===== config.mk =====
export PLATFORM = sky130hd
export DESIGN_NAME = tlc_conflict_monitor
export DESIGN_NICKNAME = d
export VERILOG_FILES = /design/src/rtl/tlc_conflict_monitor.sv
export SDC_FILE = /design/constraint.sdc
export NUM_CORES = 1
export LEC_CHECK = 0
export CAP_MARGIN = 10
export CELL_PAD_IN_SITES_DETAIL_PLACEMENT = 2
export CELL_PAD_IN_SITES_GLOBAL_PLACEMENT = 2
export CORE_UTILIZATION = 30
export DETAILED_ROUTE_END_ITERATION = 8
export HOLD_SLACK_MARGIN = 0.08
export PLACE_DENSITY = 0.71
export SLEW_MARGIN = 20
export SYNTH_ARGS = -nofsm -noshare
export SYNTH_HDL_FRONTEND = slang
export SYNTH_SLANG_ARGS = --single-unit

===== constraint.sdc =====
create_clock -name clk -period 2.5 [get_ports clk]
set_clock_uncertainty 0.2 [all_clocks]
set_input_delay 0.25 -clock clk [delete_from_list [all_inputs] [get_ports clk]]
set_output_delay 0.25 -clock clk [all_outputs]
set_load 0.03 [all_outputs]

===== src/rtl/tlc_conflict_monitor.sv =====
// rtl/tlc_conflict_monitor.sv - traffic-light output watchdog with sticky fault and fail-safe red flash
// Checks encoding, mutual exclusion, sequence and timing of the two light codes every cycle.
module tlc_conflict_monitor #(
    parameter int MIN_YEL   = 3,
    parameter int MAX_FGRE  = 14,
    parameter int FLASH_DIV = 4
) (
    input  logic       clk,
    input  logic       rst_n,
    input  logic [2:0] light_highway,
    input  logic [2:0] light_farm,
    input  logic       clear_fault,
    output logic [2:0] safe_highway,
    output logic [2:0] safe_farm,
    output logic       fault,
    output logic [2:0] fault_code,
    output logic [7:0] viol_cnt
);
    localparam logic [2:0] C_G = 3'b001;
    localparam logic [2:0] C_Y = 3'b010;
    localparam logic [2:0] C_R = 3'b100;
    localparam int YW = $clog2(MIN_YEL + 1);
    localparam int FW = $clog2(MAX_FGRE + 1);
    localparam int DW = (FLASH_DIV > 1) ? $clog2(FLASH_DIV) : 1;

    logic [2:0]    prev_h, prev_f;
    logic          prev_valid;
    logic [YW-1:0] yel_h, yel_f;
    logic [FW-1:0] fgre_cnt;
    logic [DW-1:0] flash_div;
    logic          flash_phase;
    logic          v_code, v_conf, v_step, v_yel, v_fgre, any_viol;
    logic [2:0]    win_code;

    function automatic logic is_legal(input logic [2:0] c);
        return (c == C_G) || (c == C_Y) || (c == C_R);
    endfunction

    function automatic logic step_ok(input logic [2:0] p, input logic [2:0] c);
        return (p == c) || (p == C_G && c == C_Y) || (p == C_Y && c == C_R) || (p == C_R && c == C_G);
    endfunction

    always_comb begin
        v_code = !is_legal(light_highway) || !is_legal(light_farm);
        v_conf = (light_highway != C_R) && (light_farm != C_R);
        v_step = prev_valid && is_legal(light_highway) && is_legal(light_farm)
                 && is_legal(prev_h) && is_legal(prev_f)
                 && !(step_ok(prev_h, light_highway) && step_ok(prev_f, light_farm));
        v_yel  = prev_valid
                 && ((prev_h == C_Y && light_highway == C_R && yel_h < YW'(MIN_YEL))
                  || (prev_f == C_Y && light_farm == C_R && yel_f < YW'(MIN_YEL)));
        v_fgre = (light_farm == C_G) && (fgre_cnt == FW'(MAX_FGRE));
        any_viol = v_code || v_conf || v_step || v_yel || v_fgre;
        win_code = 3'd0;
        if (v_code)      win_code = 3'd1;
        else if (v_conf) win_code = 3'd2;
        else if (v_step) win_code = 3'd3;
        else if (v_yel)  win_code = 3'd4;
        else if (v_fgre) win_code = 3'd5;
    end

    always_ff @(posedge clk or negedge rst_n) begin
        if (!rst_n) begin
            prev_h      <= C_R;
            prev_f      <= C_R;
            prev_valid  <= 1'b0;
            yel_h       <= '0;
            yel_f       <= '0;
            fgre_cnt    <= '0;
            flash_div   <= '0;
            flash_phase <= 1'b1;
            fault       <= 1'b0;
            fault_code  <= 3'd0;
            viol_cnt    <= 8'd0;
        end else begin
            prev_h     <= light_highway;
            prev_f     <= light_farm;
            prev_valid <= 1'b1;
            yel_h    <= (light_highway != C_Y) ? '0 : (yel_h < YW'(MIN_YEL)) ? yel_h + 1'b1 : yel_h;
            yel_f    <= (light_farm != C_Y) ? '0 : (yel_f < YW'(MIN_YEL)) ? yel_f + 1'b1 : yel_f;
            fgre_cnt <= (light_farm != C_G) ? '0 : (fgre_cnt < FW'(MAX_FGRE)) ? fgre_cnt + 1'b1 : fgre_cnt;

            // A clear request loses to a violation in the same cycle, which reloads the code.
            if (any_viol) begin
                if (!fault || clear_fault) begin
                    fault      <= 1'b1;
                    fault_code <= win_code;
                end
            end else if (clear_fault) begin
                fault      <= 1'b0;
                fault_code <= 3'd0;
            end

            if (any_viol && viol_cnt != 8'hFF)
                viol_cnt <= viol_cnt + 8'd1;

            if (any_viol && !fault) begin
                flash_phase <= 1'b1;
                flash_div   <= '0;
            end else if (fault) begin
                if (flash_div == DW'(FLASH_DIV - 1)) begin
                    flash_div   <= '0;
                    flash_phase <= ~flash_phase;
                end else begin
                    flash_div <= flash_div + 1'b1;
                end
            end
        end
    end

    assign safe_highway = fault ? {flash_phase, 2'b00} : prev_h;
    assign safe_farm    = fault ? {flash_phase, 2'b00} : prev_f;
endmodule

==> metrics.csv <==
metric,value,unit
synth_most_common_cell,dfrtp_1,
path_max_fanout,9,
cts_setup_buffers,0,
synth_edf_count,0,
nNetsFinal,226,
crit_family,simple AND/OR/NAND/NOR gates,
hold_viol,0,
cpPeakStageDelay,0.40,ns
start_kind,flop,
grt.busiest_layer,met2,
clock_path_buffers,2,
globalplace.congestion,0.856,
clk_latency,0.29,ns
drc,0,
power.internal,1.21,mW
worst_setup_path_end_kind,flop,
layout_setup_ws,0.166,ns
leakagePower,0.973,nW
cts_tree,yes,
status,finished clean,
finalPower,1.89,mW
wl_per_cell,16.7,um
num_rows,27,
postSynthAreaPerCell,10.1,um^2
final_cell_area,0.00224,mm^2
crit_path_start,yel_h[0]$_DFFE_PN0P_,
drv_slew,0,
r2r_start,yel_h[0]$_DFFE_PN0P_,
reg2reg_slack,0.17,ns
rr_worst_depth,8,
clk_pin_slew,0.07,ns
pwr-share-comb,0.361,
grt_overflow,0,
rsz0062_at_grt,no,
finalSetupTns,0,ns
die_w,78.2,um
path_cells,ha_1 > nor4b_1 > and3_1 > o21ai_2 > and4_4 > nand2_4 > nand2_2 > mux2_4,
drtIter0Drc,57,
seq_area_frac_synth,0.434,
async_flop_share,1.00,
yosys-top-cells-count,"dfrtp_1 (27), nor2_1 (15), xnor2_1 (13), nand3_1 (11), o21ai_0 (11)",
grt_max_degree,31,
numPlacedInstances,276,
drtPass1Iterations,4,
avgViaCountPerCell,4.98,
grtUsageMet1,0.199,
num_vias,1414,
synth_top_flop_cell,dfrtp_1,
ios,27,
yosysTopAreaCell,dfrtp_1,
peakVddDrop,0.364,mV
fin_crit_sh,0.934,
dp_hpwl,3500,um
max_freq,0.428,GHz
grtUsageMet3,0.0384,
n_antenna_cell,0,
cts_max_level,2,
final_cells,284,
fin_util,0.405,
crit_type,reg -> reg,
routed_wl,4750,um
p_seq_frac,0.378,
clkPwrFrac,0.261,
final.fill_count,601,
layout-drive-gt1-share,0.179,
start_util,0.314,
crit_slowest_cell,dfrtp_1,
cts_sinks,30,
root_buffer,clkbuf_8,
cts.repair.resized,0,
hold_buffers,0,
netlist_top_cells_area,"dfrtp_1 (39%), xnor2_1 (6.5%), dfstp_2 (4.5%)",
synth.cell_area,0.00174,mm^2
antenna_found_initial,0,
powerDensity,844,mW/mm^2
hold_path_class,in -> async,
io_buffers,26,
rr_endpoint,viol_cnt[1]$_DFFE_PN0P_,
grt_use_met2,0.310,
ys_types,51,
cts_buffers,5,
crit_arrival,2.31,ns
maxCapViolCount,0,
cp_data_required_time,2.48,ns
setup_viol_count_final,0,
grt_pass1_wl,8050,um
yosys.area.top_type_share,0.388,
dp_slack,-0.0593,ns
fp.dieH,78.2,um
ant_nets,0,
die-area,0.00611,mm^2
crit_buf_inv,0,
grt_pass1_vias,1611,
synth_warnings,0,
place_area,0.00213,mm^2
areaGrowthSynthToFinish,28.8,%
switchingPower,0.680,mW
grt_use_total,0.172,
synth_nets,188,
ys_seq_elements,30,
hold_ws,0.165,ns
swShare,0.360,
synthCells,173,
coreArea,0.00554,mm^2
final.min_clock_period,2.33,ns
power by group through the flow:
stage / combinational [mW] / clock (mW) / sequential, mW
floorplan: 0.294 / 0 / 0.825
global placement: 0.660 / 0 / 0.714
detailed placement: 0.689 / 0 / 0.724
CTS: 0.695 / 0.505 / 0.718
global route: 0.734 / 0.521 / 0.732
finish: 0.682 / 0.494 / 0.715
area by class of cell:
cell class,instances,area (um^2),area share
clock buffer,5,68.8,0.0307
clock inverter,3,40.0,0.0179
inverter,7,26.3,0.0117
multi-input combinational,128,905,0.403
sequential,30,754,0.336
tap,72,90.1,0.0402
timing repair buffer,39,358,0.160
flip-flops by register name (all words and copies together) (netlist names):
signal       flops
viol_cnt         8
yel_h            2
prev_f           3
flash_div        2
fgre_cnt         4
prev_h           3
prev_valid       1
flash_phase      1
yel_f            2
fault_code       3
fault            1
layer usage:
layer / vias up / part of all wire
li1: 682 / -
met1: 707 / 0.44
met2: 17 / 0.52
met3: 8 / 0.020
met4: 0 / 0.014
met5: - / 0
worst reg2reg max path, stage by stage, from the launching register on:
cell and delay [ns]:
dfrtp_1 0.40, ha_1 0.27, nor4b_1 0.35, and3_1 0.23, o21ai_2 0.08, and4_4 0.18
nand2_4 0.12, nand2_2 0.08, mux2_4 0.30
kinds of logic (layout without fill, tap and decap cells):
family / after synthesis / count (layout) / share of synthesized area
DFF: 30 / 30 / 0.434
muxes: 3 / 3 / 0.0201
adders and majority gates: 6 / 6 / 0.0431
xor gates and xnor gates: 17 / 17 / 0.0899
and+or+nand+nor: 70 / 70 / 0.247
other: 1 / 1 / 0.00215
buffers and inverters: 15 / 54 / 0.0467
AOI/OAI and AO/OA: 31 / 31 / 0.117
placed cells by master, fill, tap and decap left out, types with 2 or more instances in the layout:
master	netlist	final
ha_1	6	6
a31oi_1	6	6
nor4bb_1	4	4
nand4_1	3	3
and4_1	2	2
nand2b_1	2	2
a21oi_1	5	5
clkbuf_8	0	5
nor2b_1	5	5
nand2_1	8	8
nand3_1	11	11
nor2_1	15	15
and2_1	2	2
o21ai_0	11	11
inv_1	6	6
clkdlybuf4s50_1	0	26
xor2_1	3	3
mux2i_1	2	2
clkinv_2	0	2
buf_4	0	13
nor3b_2	2	2
dfrtp_1	27	27
dfstp_2	3	3
nor3_1	3	3
xnor2_1	13	13
worst max-delay path by stage:
stage | to | slack, ns | cells past startpoint
after global placement | viol_cnt[1]$_DFFE_PN0P_ | 0.05 | 9
after detailed placement | viol_cnt[1]$_DFFE_PN0P_ | -0.06 | 8
after CTS | viol_cnt[1]$_DFFE_PN0P_ | 0.09 | 8
after global routing | viol_cnt[1]$_DFFE_PN0P_ | 0.0008 | 8
after floorplan | viol_cnt[1]$_DFFE_PN0P_ | 0.42 | 8
final | viol_cnt[1]$_DFFE_PN0P_ | 0.17 | 8
(Power assumes the default switching activity.)
